### config.mk
export PLATFORM = sky130hd
export DESIGN_NAME = mem_port_arbiter
export DESIGN_NICKNAME = d
export VERILOG_FILES = /design/src/rtl/mem_port_arbiter.sv
export SDC_FILE = /design/constraint.sdc
export NUM_CORES = 1
export LEC_CHECK = 0
export ABC_CLOCK_PERIOD_IN_PS = 22000
export CORE_AREA = 5 5 281 283
export DETAILED_ROUTE_END_ITERATION = 10
export DIE_AREA = 0 0 286 288
export GPL_TIMING_DRIVEN = 0
export SYNTH_ARGS = -nofsm -noshare
export SYNTH_HDL_FRONTEND = slang
export SYNTH_SLANG_ARGS = --single-unit
### constraint.sdc
create_clock -name clk -period 22 [get_ports clk]
set_input_delay 6.6 -clock clk [delete_from_list [all_inputs] [get_ports clk]]
set_output_delay 6.6 -clock clk [all_outputs]
set_load 0.03 [all_outputs]
### src/rtl/mem_port_arbiter.sv
// mem_port_arbiter
//   Shares one block-memory port between the I-cache refill path and the
//   D-cache refill/writeback path. One block transfer is in flight at a time.
//   The winner's address and data are latched in IDLE, the memory strobes are
//   re-driven from registers, and a read block is returned to the owner's
//   readdata register when memory completes.
//
//   Optional feature macro: ARB_ROUND_ROBIN_EN
//     undefined : fixed priority, the D-cache wins simultaneous requests
//     defined   : simultaneous requests go to the side not granted last
//
// Ports
//   clk, reset                     rising-edge clock, async active-high reset
//   i_read, i_address              I-cache block read request
//   i_readdata, i_busywait         block returned to I-cache, I-cache stall
//   d_read, d_write, d_address,
//   d_writedata                    D-cache block read / writeback request
//   d_readdata, d_busywait         block returned to D-cache, D-cache stall
//   m_read, m_write, m_address,
//   m_writedata                    registered memory request
//   m_readdata, m_busywait         memory response; busywait 1->0 = completion
module mem_port_arbiter #(
  parameter int unsigned ADDR_W = 28,
  parameter int unsigned DATA_W = 128
) (
  input  logic              clk,
  input  logic              reset,
  input  logic              i_read,
  input  logic [ADDR_W-1:0] i_address,
  output logic [DATA_W-1:0] i_readdata,
  output logic              i_busywait,
  input  logic              d_read,
  input  logic              d_write,
  input  logic [ADDR_W-1:0] d_address,
  input  logic [DATA_W-1:0] d_writedata,
  output logic [DATA_W-1:0] d_readdata,
  output logic              d_busywait,
  output logic              m_read,
  output logic              m_write,
  output logic [ADDR_W-1:0] m_address,
  output logic [DATA_W-1:0] m_writedata,
  input  logic [DATA_W-1:0] m_readdata,
  input  logic              m_busywait
);

  typedef enum logic [1:0] {IDLE, GRANT, DONE} state_t;
  typedef enum logic {OWN_D = 1'b0, OWN_I = 1'b1} owner_t;

  state_t            state, state_d;
  owner_t            owner, owner_d;
  logic              m_read_d, m_write_d;
  logic [ADDR_W-1:0] m_address_d;
  logic [DATA_W-1:0] m_writedata_d, i_readdata_d, d_readdata_d;
  logic              m_busy_q;

  logic i_req, d_req, grant_i, complete;

  assign i_req = i_read;
  assign d_req = d_read | d_write;

  // Arbitration: a lone requester always wins; ties depend on the build.
`ifdef ARB_ROUND_ROBIN_EN
  assign grant_i = i_req & (~d_req | (owner == OWN_D));
`else
  assign grant_i = i_req & ~d_req;
`endif

  // Completion is the falling edge of memory busywait.
  assign complete = m_busy_q & ~m_busywait;

  // Stalls are released only in the owner's DONE cycle.
  assign i_busywait = i_read & ~((state == DONE) && (owner == OWN_I));
  assign d_busywait = d_req  & ~((state == DONE) && (owner == OWN_D));

  // State and datapath registers.
  always_ff @(posedge clk or posedge reset) begin
    if (reset) begin
      state       <= IDLE;
      owner       <= OWN_D;
      m_read      <= 1'b0;
      m_write     <= 1'b0;
      m_address   <= '0;
      m_writedata <= '0;
      i_readdata  <= '0;
      d_readdata  <= '0;
      m_busy_q    <= 1'b0;
    end else begin
      state       <= state_d;
      owner       <= owner_d;
      m_read      <= m_read_d;
      m_write     <= m_write_d;
      m_address   <= m_address_d;
      m_writedata <= m_writedata_d;
      i_readdata  <= i_readdata_d;
      d_readdata  <= d_readdata_d;
      m_busy_q    <= m_busywait;
    end
  end

  // Next-state and next-register values.
  always_comb begin
    state_d       = state;
    owner_d       = owner;
    m_read_d      = m_read;
    m_write_d     = m_write;
    m_address_d   = m_address;
    m_writedata_d = m_writedata;
    i_readdata_d  = i_readdata;
    d_readdata_d  = d_readdata;

    case (state)
      IDLE: begin
        if (i_req | d_req) begin
          state_d = GRANT;
          if (grant_i) begin
            owner_d     = OWN_I;
            m_read_d    = 1'b1;
            m_address_d = i_address;
          end else begin
            owner_d     = OWN_D;
            m_address_d = d_address;
            // A simultaneous read+write is handled as a writeback.
            if (d_write) begin
              m_write_d     = 1'b1;
              m_writedata_d = d_writedata;
            end else begin
              m_read_d = 1'b1;
            end
          end
        end
      end
      GRANT: begin
        if (complete) begin
          m_read_d  = 1'b0;
          m_write_d = 1'b0;
          state_d   = DONE;
          // Read data lands even if the requester has since withdrawn.
          if (m_read) begin
            if (owner == OWN_I) i_readdata_d = m_readdata;
            else                d_readdata_d = m_readdata;
          end
        end
      end
      DONE:    state_d = IDLE;
      default: state_d = IDLE;
    endcase
  end

endmodule

# Word-level counts from Yosys, hierarchy flattened
# Index checks and enable logic that the tools add are counted.
[totals] ff_bits=418 in_bits=318 output_inout_bits=416 word_cells=53
[classes] mux=14 eq_ne=7 bitwise_logic=12 reduce_logical=11
[ops] cell="2-to-1 mux 28 bit" n=1
[ops] cell="AND reduction 4 bit" n=4
[ops] cell="2-to-1 mux 1 bit" n=8
[ops] cell="!= test 2 bit (second input constant)" n=4
[ops] cell="NOT 1 bit" n=6
[ops] cell="AND reduction 5 bit" n=1
[ops] cell="bitwise AND 1 bit" n=4
[ops] cell="2-to-1 mux 2 bit" n=2
[ops] cell="one-hot mux 1 bit (2 select lines)" n=2
[ops] cell="one-hot mux 2 bit (2 select lines)" n=1
[ops] cell="AND reduction 2 bit" n=2
[ops] cell="!= test 3 bit (second input constant)" n=1
[ops] cell="== test 2 x 1 -> 1 bit (second input constant)" n=1
[ops] cell="== test 2 bit (second input constant)" n=1
[ops] cell="logical AND 1 bit" n=2
[ops] cell="zero test 2 bit" n=1
[ops] cell="bitwise OR 1 bit" n=2
[ops] cell="nonzero test 2 bit" n=1

# Logic depth before layout (Yosys ltp)
# Gate-level depths: netlist (run 1).
[logic_depth] word_depth=6 mapped_depth=5 mapped_depth_nobuf=3

# Worst setup path before layout (run 1)
# OpenSTA, ideal clock, no wires.
[synth_timing] kind="input-to-output" start="input port d_read" end="output port d_busywait" path_slack_ns=7.875 arrival_time_ns=7.525 stages=4 cell_sequence="nor2_1 -> clkbuf_1 -> clkbuf_1 -> a21oi_1"
[synth_between] elab_chain_cells=2
[synth_lines] element="start: declaration" line="32" text="input logic d_read,"
[synth_lines] element="bitwise OR 1 bit" line="59" text="assign d_req = d_read | d_write;"
[synth_lines] element="bitwise AND 1 bit" line="73" text="assign d_busywait = d_req & ~((state == DONE) && (owner == OWN_D));"
[synth_lines] element="end: declaration" line="37" text="output logic d_busywait,"
# Every way passes these cells.

# Final worst setup path (run 1)
# Same ends and word-level chain as after synthesis.

==> results of run 1 <==
[cell usage in the layout (no fill, tap or decap), types with 3 or more instances in the layout]
cell type and instances:
a21oi_1 5, a2bb2oi_1 28, buf_12 24, buf_16 3, buf_2 20, buf_6 3
bufinv_16 6, clkbuf_1 19, clkbuf_16 50, clkbuf_8 12, clkdlybuf4s50_1 733, clkinv_2 3
dfrtp_1 418, diode_2 4, inv_1 3, mux2_2 254, mux2_4 130, nor2_1 3
o22ai_1 29
[power breakdown]
| group | internal (W) | switching [W] | leakage [nW] | total (W) |
|---|---|---|---|---|
| clock | 0.000524 | 0.000323 | 0.824 | 0.000848 |
| combinational | 0.000916 | 0.00102 | 5.62 | 0.00194 |
| sequential | 0.00110 | 0.000189 | 5.00 | 0.00129 |
| total | 0.00254 | 0.00153 | 11.4 | 0.00407 |
[final timing paths]
check                                  end  cells after the start
min                        m_writedata[74]                      1
min reg2reg                m_writedata[74]                      1
max in group asynchronous  d_readdata[118]                      4
max                             d_busywait                      6
min in group asynchronous    m_address[11]                      2
max reg2reg                   m_address[0]                      5
[cell families (layout without fill, tap and decap cells)]
logic type	Yosys count	count (layout)	synth area share (%)
flops	418	418	63.35
simple gates	11	11	0.5154
mux	384	384	29.15
buf+inv	58	881	4.031
other cells	0	4	0
compound gates	67	67	2.955
[stage by stage]
step / TNS [ns] / instance area, um^2 / power (W) / setup WS [ns] / instances
after global routing: 0 / 26870 / 0.004244 / 5.842 / 2750
after detailed placement: 0 / 25170 / 0.003253 / 5.903 / 2662
after CTS: 0 / 26860 / 0.004132 / 5.888 / 2749
final: 0 / 26870 / 0.004070 / 6.034 / 2753
after global placement: -527.18 / 25080 / 0.003232 / -1.354 / 2659
after floorplan: 0 / 16510 / 0.002338 / 3.765 / 938
[routing by layer]
metal	track usage (%)	up-vias	wire, um
li1	-	4978	-
met1	13.94	5567	20720
met2	23.64	501	29300
met3	4.798	100	4940
met4	3.939	6	1681
met5	0	-	43
[final cells by class]
class / count / area (um^2)
Multi-Input combinational cell: 462 / 5385
Tap cell: 988 / 1236
Clock inverter: 13 / 239.0
Sequential cell: 418 / 10460
Buffer: 54 / 650.6
Fill cell: 7234 / 49570
Timing Repair Buffer: 736 / 7420
Antenna cell: 4 / 10.01
Clock buffer: 74 / 1451
Inverter: 4 / 22.52
[worst max-delay path, delay by kind of cell]
family                 cells  cell delay (ns)
AO/OA/AOI/OAI              1             0.10
AND/OR/NAND/NOR            1             0.32
buffers and inverters      4             2.34
[sequential cells by signal, summed over array words and instances, names as in the netlist]
signal / count
d_readdata: 128
i_readdata: 128
m_address: 28
m_busy_q: 1
m_read: 1
m_write: 1
m_writedata: 128
owner: 1
state: 2
==> key figures, run 1 <==
CTS
  – Post-CTS resize count: 0
  – CTS tree: yes
  – H-tree levels: 2
  – Clk Latency, worst-skew pair: 0.56 ns
  – Post-CTS Hold Buffers: 0
  – Clock-pin slew on the worst setup and hold paths: 0.06 ns
  – Clock Sink Count: between 400 and 500
  – Clock buffer depth: 3
  – Post CTS Setup Buffer Count: 0
  – CTS Buf Count: between 40 and 50
  – CTS root buf: clkbuf_16

Timing
  – Slew Limit Headroom: between 50% and 60%
  – Fin Hold WS: 0.5023 ns
  – Least-Margin Pin Slew: ~0.73 ns
  – RSZ-0062 raised after global routing: false
  – Clock Skews: 0.01319 ns
  – Final Critical Period: approximately 16 ns
  – FMAX: roughly 63 MHz
  – Final Hold Fails: 0
  – Final period utilization: 72.57%
  – Slew Limit Fails: 0
  – Final setup vio count: 0

Final layout
  – Nets@finish: 2042
  – Layout cells sized above 1: 29.30%
  – Fin util: around a third
  – Area delta synth->final: 62.77%

Power
  – Peak supply drop: 0.06579 mV
  – Leak: approximately 11 nW
  – Pwr dens: 151.4 nW/um^2

Setup path
  – Endpoint type of the worst setup path: output port
  – Worst EP required: about 15 ns
  – CP Max Fanout: 10
  – Worst Setup Start Kind: input port
  – Critical path class: in -> out
  – Worst path slowest cell: clkdlybuf4s50_1
  – Max incr delay on CP: ~0.66 ns
  – Crit path cell chain: clkdlybuf4s50_1 -> nor2_1 -> clkbuf_1 -> clkbuf_1 -> a21oi_1 -> clkdlybuf4s50_1
  – Reg2reg setup slack: between 20 and 25 ns
  – Launch point of the worst reg-to-reg path: state[0]
  – Crit path DAT: between 9 and 10 ns
  – Critical Path Source: d_read

Die
  – Die Wd: roughly 290 um
  – Io pins: about 730
  – Die area: a little over 80000 um^2
  – Initial core utilization: ~22%
  – Site Rows: 102
  – Die Height: between 200 and 300 um
  – Core Footprint: 76450 um^2

Worst hold path
  – Hold Crit Class: reg -> reg
  – Min-delay src: m_writedata[74]

Logic synthesis
  – Netlist cell types: 25
  – Largest area contributor in the netlist: dfrtp_1
  – Synthesized instance count: between 900 and 1000
  – Ys flop type: dfrtp_1
  – Post-synth top cells: dfrtp_1, mux2_2, mux2_4
  – Syn_area_per_cell: 17.60 um^2
  – Mapped Nets: ~1300
  – Synth top area cells: dfrtp_1, mux2_2, mux2_4, buf_12, a2bb2oi_1
  – Seq/Total Area, Yosys: 63.35%
  – Post-synth top area share: a little under two thirds
  – Netlist area before placement: 16510 um^2
  – #FFs+latches synth: 418
  – Post-synth ARST share: 100.0%
  – Synth Warn #: 0
  – Most frequent cell after synthesis: dfrtp_1
  – Post-synth EDFFs: 0

Detailed routing
  – TritonRoute pass-1 iters: 4
  – Vias: 11150
  – Routed len/inst: between 20 and 25 um
  – Vias per cell: 4.051
  – DR DRC count: 0
  – Routed wire length: 56680 um
  – Initial drt markers: about 330
  – Post-route ant nets: 0

Global route
  – Total GRT Usage: roughly 13%
  – Global-route wire length before repair: 82270 um
  – Largest net degree at the start of global routing: 118
  – Vias in the first global route: 12540
  – Initial antenna violation count: 8
  – Overflow after GRT: 0

Run status
  – Outcome: complete, no violations

Place
  – Gpl congestion: approximately 0.8
  – Port bufs: 733
  – Hpwl dp: ~44000 um

Flow run
  – Max-Cap Viols: 0
Power figures use the tool's default switching activity.
==> run 2, diff against run 1 <==
--- a/config.mk
+++ b/config.mk
@@ -5,7 +5,7 @@
 export SDC_FILE = /design/constraint.sdc
 export NUM_CORES = 1
 export LEC_CHECK = 0
-export ABC_CLOCK_PERIOD_IN_PS = 22000
+export ABC_CLOCK_PERIOD_IN_PS = 15850
 export CORE_AREA = 5 5 281 283
 export DETAILED_ROUTE_END_ITERATION = 10
 export DIE_AREA = 0 0 286 288
==> constraint.sdc (replaced) <==
create_clock -name clk -period 15.85 [get_ports clk]
set_input_delay 4.755 -clock clk [delete_from_list [all_inputs] [get_ports clk]]
set_output_delay 4.755 -clock clk [all_outputs]
set_load 0.03 [all_outputs]
==> run 2 against run 1 <==
Via count is 0.48% higher; first-iteration DRC count shrank 10%; count of clock-buffer cells in the layout decreased by 7; non-clock buffer count increased by 8; core utilization is 0.16 points higher; critical endpoint unchanged; critical path depth unchanged; final area up 0.47%; wire length shrank 0.34%; global-route usage is essentially flat.
==> key figures, run 2 (synthesis results as in run 1) <==
Run status
  – Outcome: complete, no violations (unchanged)

Die
  – Die Wd: 286 um (unchanged)
  – Initial core utilization: 21.60% (unchanged)
  – Die Height: 288 um (unchanged)
  – Core Footprint: 76450 um^2 (unchanged)
  – Site Rows: 102 (unchanged)
  – Io pins: 734 (unchanged)
  – Die area: 82370 um^2 (unchanged)

Timing
  – Slew Limit Fails: 0 (unchanged)
  – Slew Limit Headroom: 51.75% (was 51.09%)
  – Final Critical Period: ~12 ns
  – Setup TNS: 0 ns (unchanged)
  – RSZ-0062 raised after global routing: false (unchanged)
  – FMAX: 83.75 MHz
  – Least-Margin Pin Slew: 0.7237 ns (was 0.7337 ns)
  – Final WS setup: 3.909 ns (was 6.034 ns)
  – Final Hold Fails: 0 (unchanged)
  – Final setup vio count: 0 (unchanged)
  – Final period utilization: roughly three quarters
  – Clock Skews: 0.01391 ns (was 0.01319 ns)

Detailed routing
  – Vias: 11210 (was 11150)
  – Vias per cell: 4.062 (was 4.051)
  – DR DRC count: 0 (unchanged)
  – Post-route ant nets: 0 (unchanged)
  – Routed wire length: 56480 um (was 56680 um)
  – Routed len/inst: 20.47 um (was 20.59 um)
  – Initial drt markers: 291 (was 325)
  – TritonRoute pass-1 iters: 4 (unchanged)

CTS
  – Clock Sink Count: 418 (unchanged)
  – CTS root buf: clkbuf_16 (unchanged)
  – Clk Latency, worst-skew pair: 0.57 ns (was 0.56 ns)
  – Post CTS Setup Buffer Count: 0 (unchanged)
  – Clock-pin slew on the worst setup and hold paths: 0.05 ns (was 0.06 ns)
  – CTS tree: yes (unchanged)
  – Clock buffer depth: 3 (unchanged)
  – H-tree levels: 2 (unchanged)
  – Post-CTS resize count: 0 (unchanged)
  – Post-CTS Hold Buffers: 0 (unchanged)
  – CTS Buf Count: 49 (was 48)

Final layout
  – Fill cells: 7298 (was 7234)
  – Commonest cells after routing, fill and taps aside: clkdlybuf4s50_1, dfrtp_1, mux2_2 (unchanged)
  – Commonest non-fill, non-tap cell in the layout: clkdlybuf4s50_1 (unchanged)
  – Area delta synth->final: 63.53% (was 62.77%)
  – Layout cells sized above 1: 29.90% (was 29.30%)
  – Largest registers: d_readdata: 128 flops, i_readdata: 128 flops, m_writedata: 128 flops (unchanged)
  – Nets@finish: 2051 (was 2042)

Setup path
  – Critical path class: in -> out (unchanged)
  – Worst Setup Start Kind: input port (unchanged)
  – Worst EP required: 11.10 ns (was 15.40 ns)
  – Crit path DAT: 7.19 ns (was 9.37 ns)
  – CP Max Fanout: 10 (unchanged)
  – Endpoint type of the worst setup path: output port (unchanged)

Global route
  – Global-route wire length before repair: 82230 um (was 82270 um)
  – Initial antenna violation count: 3 (was 8)
  – Vias in the first global route: 12810 (was 12540)
  – Total GRT Usage: 12.91% (was 12.94%)
  – Overflow after GRT: 0 (unchanged)
  – Largest net degree at the start of global routing: 45 (was 118)

Place
  – DP Worst Slack: 3.873 ns (was 5.903 ns)
  – Hpwl dp: 44560 um (was 44030 um)
  – Gpl congestion: 0.8306 (was 0.8009)
  – Port bufs: 733 (unchanged)

Power
  – Pwr dens: 209.2 nW/um^2 (was 151.4 nW/um^2)
  – Leak: 11.51 nW (was 11.45 nW)
  – Peak supply drop: 0.08069 mV (was 0.06579 mV)

Worst hold path
  – Hold Crit Class: reg -> reg (unchanged)

Flow run
  – Max-Cap Viols: 0 (unchanged)
[run 2: cell types whose count changed in the layout (fill, tap and decap cells not counted), sizes merged]
cell / previous run / this run
diode: 4 / 2
clkinv: 5 / 8
buf: 50 / 58
clkinvlp: 1 / 5
clkbuf: 81 / 74
[run 2: where the power goes]
part / internal, W / switching [W] / leakage, nW
Sequential: 0.00152 / 0.000255 / 5.00
Combinational: 0.00127 / 0.00142 / 5.68
Clock: 0.000721 / 0.000455 / 0.823
Total: 0.00352 / 0.00213 / 11.5
[run 2: layout make-up]
cell class                 instances  area, um^2  share of cell area [%]
multi-input combinational        462        5385                   19.95
timing repair buffer             744        7557                   27.99
clock buffer                      67        1416                   5.246
inverter                           4       18.77                 0.06951
clock inverter                    20       270.3                   1.001
tap                              988        1236                   4.579
antenna                            2       5.005                 0.01854
sequential                       418       10460                   38.74
buffer                            54       650.6                   2.410
[run 2: routing by layer]
metal | track usage (%) | vias to the layer above | wire length, um
li1 | - | 4957 | -
met3 | 4.893 | 100 | 5271
met5 | 0 | - | 0
met4 | 4.751 | 0 | 1939
met2 | 23.62 | 493 | 29280
met1 | 13.46 | 5656 | 19990
[run 2: per-stage QoR]
stage / total power (W) / utilization, % / cell area (um^2) / instances / hold WS, ns
global placement: 0.004477 / 32.82 / 25090 / 2659 / 0.4892
finish: 0.005647 / 35.32 / 27000 / 2759 / 0.5018
global route: 0.005893 / 35.32 / 27000 / 2759 / 0.5135
CTS: 0.005731 / 35.31 / 26990 / 2757 / 0.5061
floorplan: 0.003246 / - / 16510 / 938 / 0.5211
detailed placement: 0.004511 / 33.11 / 25310 / 2670 / 0.4914
[run 2: path summary, 6_finish.rpt]
kind	endpoint	cells past startpoint	start	slack [ns]
max	d_busywait	6	d_write	3.91
min	i_readdata[118]	1	i_readdata[118]	0.50
max reg2reg	m_writedata[0]	4	state[0]	13.90
min reg2reg	i_readdata[118]	1	i_readdata[118]	0.50
max in group asynchronous	i_readdata[55]	7	reset	9.64
min in group asynchronous	m_writedata[56]	2	reset	4.55
[run 2: critical path, stage by stage]
cell             delay (ns)
clkdlybuf4s50_1        0.50
nor2_1                 0.16
clkbuf_1               0.40
clkbuf_1               0.61
a21oi_1                0.10
clkdlybuf4s50_1        0.65
==> run 3, diff against run 2 <==
--- a/config.mk
+++ b/config.mk
@@ -5,10 +5,10 @@
 export SDC_FILE = /design/constraint.sdc
 export NUM_CORES = 1
 export LEC_CHECK = 0
-export ABC_CLOCK_PERIOD_IN_PS = 15850
-export CORE_AREA = 5 5 281 283
+export ABC_CLOCK_PERIOD_IN_PS = 10400
+export CORE_AREA = 5 5 278 280
 export DETAILED_ROUTE_END_ITERATION = 10
-export DIE_AREA = 0 0 286 288
+export DIE_AREA = 0 0 283 285
 export GPL_TIMING_DRIVEN = 0
 export SYNTH_ARGS = -nofsm -noshare
 export SYNTH_HDL_FRONTEND = slang
==> constraint.sdc (replaced) <==
create_clock -name clk -period 10.4 [get_ports clk]
set_input_delay 3.12 -clock clk [delete_from_list [all_inputs] [get_ports clk]]
set_output_delay 3.12 -clock clk [all_outputs]
set_load 0.03 [all_outputs]
==> run 3 against run 2 <==
Register-to-register slack got worse by 5.4 ns; worst setup slack got worse by 2.5 ns; first-iteration DRC count rose by 5.8%; core utilization rose by 0.90 points; clock power rose by 42%.
==> key figures, run 3 (synthesis results as in run 1) <==
Place
  – DP Worst Slack: 1.315 ns (was 3.873 ns)
  – Placed inst area: 25310 um^2 (about the same)
  – Port bufs: 733 (unchanged)
  – Gpl congestion: 0.7973 (was 0.8306)
  – Hpwl dp: 46190 um (was 44560 um)

Worst hold path
  – Hold Crit Class: reg -> reg (unchanged)
  – Min-delay src: i_readdata[38] (was i_readdata[118])
  – Hold path depth: 1 (unchanged)
  – End of the worst hold path: i_readdata[38] (was i_readdata[118])

Final layout
  – Commonest cells after routing, fill and taps aside: clkdlybuf4s50_1, dfrtp_1, mux2_2 (unchanged)
  – Nets@finish: 2050 (was 2051)
  – Largest registers: d_readdata: 128 flops, i_readdata: 128 flops, m_writedata: 128 flops (unchanged)
  – Layout cells sized above 1: 29.60% (was 29.90%)
  – Commonest non-fill, non-tap cell in the layout: clkdlybuf4s50_1 (unchanged)
  – Area of the multi-input gates: 5385 um^2 (unchanged)
  – Fin area: 26870 um^2 (was 27000 um^2)
  – Register Area: 10460 um^2 (unchanged)
  – Fill cells: 7099 (was 7298)
  – Area delta synth->final: 62.75% (was 63.53%)

Setup path
  – Crit path cell chain: clkdlybuf4s50_1 -> nor2_1 -> clkbuf_1 -> clkbuf_1 -> a21oi_1 -> clkdlybuf4s50_1 (unchanged)
  – Endpoint type of the worst setup path: output port (unchanged)
  – Max incr delay on CP: 0.65 ns (about the same)
  – CP Max Fanout: 10 (unchanged)
  – Worst EP required: 7.28 ns (was 11.10 ns)
  – Launch point of the worst reg-to-reg path: state[0] (unchanged)
  – Crit path DAT: 5.82 ns (was 7.19 ns)
  – Critical path class: in -> out (unchanged)
  – Reg2reg setup slack: 8.48 ns (was 13.90 ns)
  – Worst Reg2Reg Path Length in Cells: 5 (was 4)
  – Worst Setup Start Kind: input port (unchanged)
  – Worst path slowest cell: clkdlybuf4s50_1 (unchanged)
  – FF-to-FF End: m_address[13] (was m_writedata[0])

Timing
  – Final setup vio count: 0 (unchanged)
  – Final Hold Fails: 0 (unchanged)
  – Fin Hold WS: 0.5039 ns (was 0.5018 ns)
  – RSZ-0062 raised after global routing: false (unchanged)
  – Final WS setup: 1.459 ns (was 3.909 ns)
  – Setup TNS: 0 ns (unchanged)
  – Clock Skews: 0.01903 ns (was 0.01391 ns)
  – FMAX: about 110 MHz
  – Slew Limit Headroom: 56.24% (was 51.75%)
  – Slew Limit Fails: 0 (unchanged)
  – Final period utilization: 85.98%
  – Least-Margin Pin Slew: 0.6564 ns (was 0.7237 ns)
  – Final Critical Period: 8.941 ns

Detailed routing
  – TritonRoute pass-1 iters: 4 (unchanged)
  – DR DRC count: 0 (unchanged)
  – Routed len/inst: 21.16 um (was 20.47 um)
  – Vias: 11220 (was 11210)
  – Initial drt markers: 308 (was 291)
  – Post-route ant nets: 0 (unchanged)
  – Vias per cell: 4.096 (was 4.062)
  – Routed wire length: 57970 um (was 56480 um)

Global route
  – Total GRT Usage: 13.79% (was 12.91%)
  – Initial antenna violation count: 5 (was 3)
  – Largest net degree at the start of global routing: 43 (was 45)
  – Global-route wire length before repair: 85970 um (was 82230 um)
  – Vias in the first global route: 12940 (was 12810)
  – Overflow after GRT: 0 (unchanged)

Power
  – Pwr dens: 316.8 nW/um^2 (was 209.2 nW/um^2)
  – Leak: 11.46 nW (was 11.51 nW)
  – Peak supply drop: 0.1751 mV (was 0.08069 mV)
  – Pwr Total: 0.008512 W (was 0.005647 W)

Die
  – Io pins: 734 (unchanged)
  – Initial core utilization: 22.25% (was 21.60%)
  – Site Rows: 100 (was 102)
  – Die Wd: 283 um (was 286 um)
  – Die Height: 285 um (was 288 um)
  – Core Footprint: 74200 um^2 (was 76450 um^2)
  – Die area: 80660 um^2 (was 82370 um^2)

CTS
  – Post CTS Setup Buffer Count: 0 (unchanged)
  – CTS tree: yes (unchanged)
  – CTS Buf Count: 47 (was 49)
  – Post-CTS resize count: 0 (unchanged)
  – Clock buffer depth: 3 (unchanged)
  – CTS root buf: clkbuf_16 (unchanged)
  – Post-CTS Hold Buffers: 0 (unchanged)
  – Clk Latency, worst-skew pair: 0.57 ns (about the same)
  – Clock Sink Count: 418 (unchanged)
  – H-tree levels: 2 (unchanged)
  – Clock-pin slew on the worst setup and hold paths: 0.05 ns (about the same)

Run status
  – Outcome: complete, no violations (unchanged)

Flow run
  – Max-Cap Viols: 0 (unchanged)
[run 3: changes by cell type in the layout (fill, tap and decap cells not counted), sizes merged]
cell	previous run	this run
bufinv	6	3
diode	2	4
buf	58	59
clkbuf	74	78
clkinvlp	5	3
clkinv	8	6
[run 3: worst max-delay path: cells and delay by family]
kind | cells | cell delay (ns)
AND/OR/NAND/NOR | 1 | 0.32
AO/OA/AOI/OAI | 1 | 0.12
buffers and inverters | 4 | 2.25
[run 3: per-stage QoR]
step	std cells	utilization (%)
detailed placement	2652	34.11
CTS	2736	36.20
global route	2738	36.21
global placement	2640	33.78
floorplan	938	-
finish	2740	36.22
[run 3: area by class of cell]
| type | count | area share, % |
|---|---|---|
| diodes | 4 | 0.03725 |
| plain buffers | 54 | 2.421 |
| clock buffers | 71 | 5.159 |
| clock inverters | 13 | 0.6100 |
| inverters | 4 | 0.06984 |
| multi-input cells | 462 | 20.04 |
| flip-flops and latches | 418 | 38.93 |
| well taps | 969 | 4.512 |
| repair buffers | 745 | 28.23 |
[run 3: power breakdown]
group | total (W) | switching (W) | internal (W)
Clock | 0.00167 | 0.000674 | 0.000994
Combinational | 0.00412 | 0.00218 | 0.00194
Sequential | 0.00272 | 0.000400 | 0.00232
[run 3: worst max-delay path by stage]
stage               startpoint  slack [ns]             end  cells after the start
floorplan                reset        1.64   d_readdata[0]                      1
global placement         reset       -1.18  d_readdata[25]                      2
detailed placement     d_write        1.32      d_busywait                      6
CTS                    d_write        1.30      d_busywait                      6
global route           d_write        1.21      d_busywait                      6
finish                 d_write        1.46      d_busywait                      6
[run 3: per-layer routing]
layer / global-route usage, % / share of wire, % / wire length (um) / vias to the layer above
met5: 0 / 0.022 / 13 / -
li1: - / - / - / 4976
met3: 5.152 / 8.6 / 4994 / 87
met4: 4.292 / 2.7 / 1584 / 2
met2: 25.23 / 52 / 30130 / 494
met1: 14.81 / 37 / 21240 / 5663
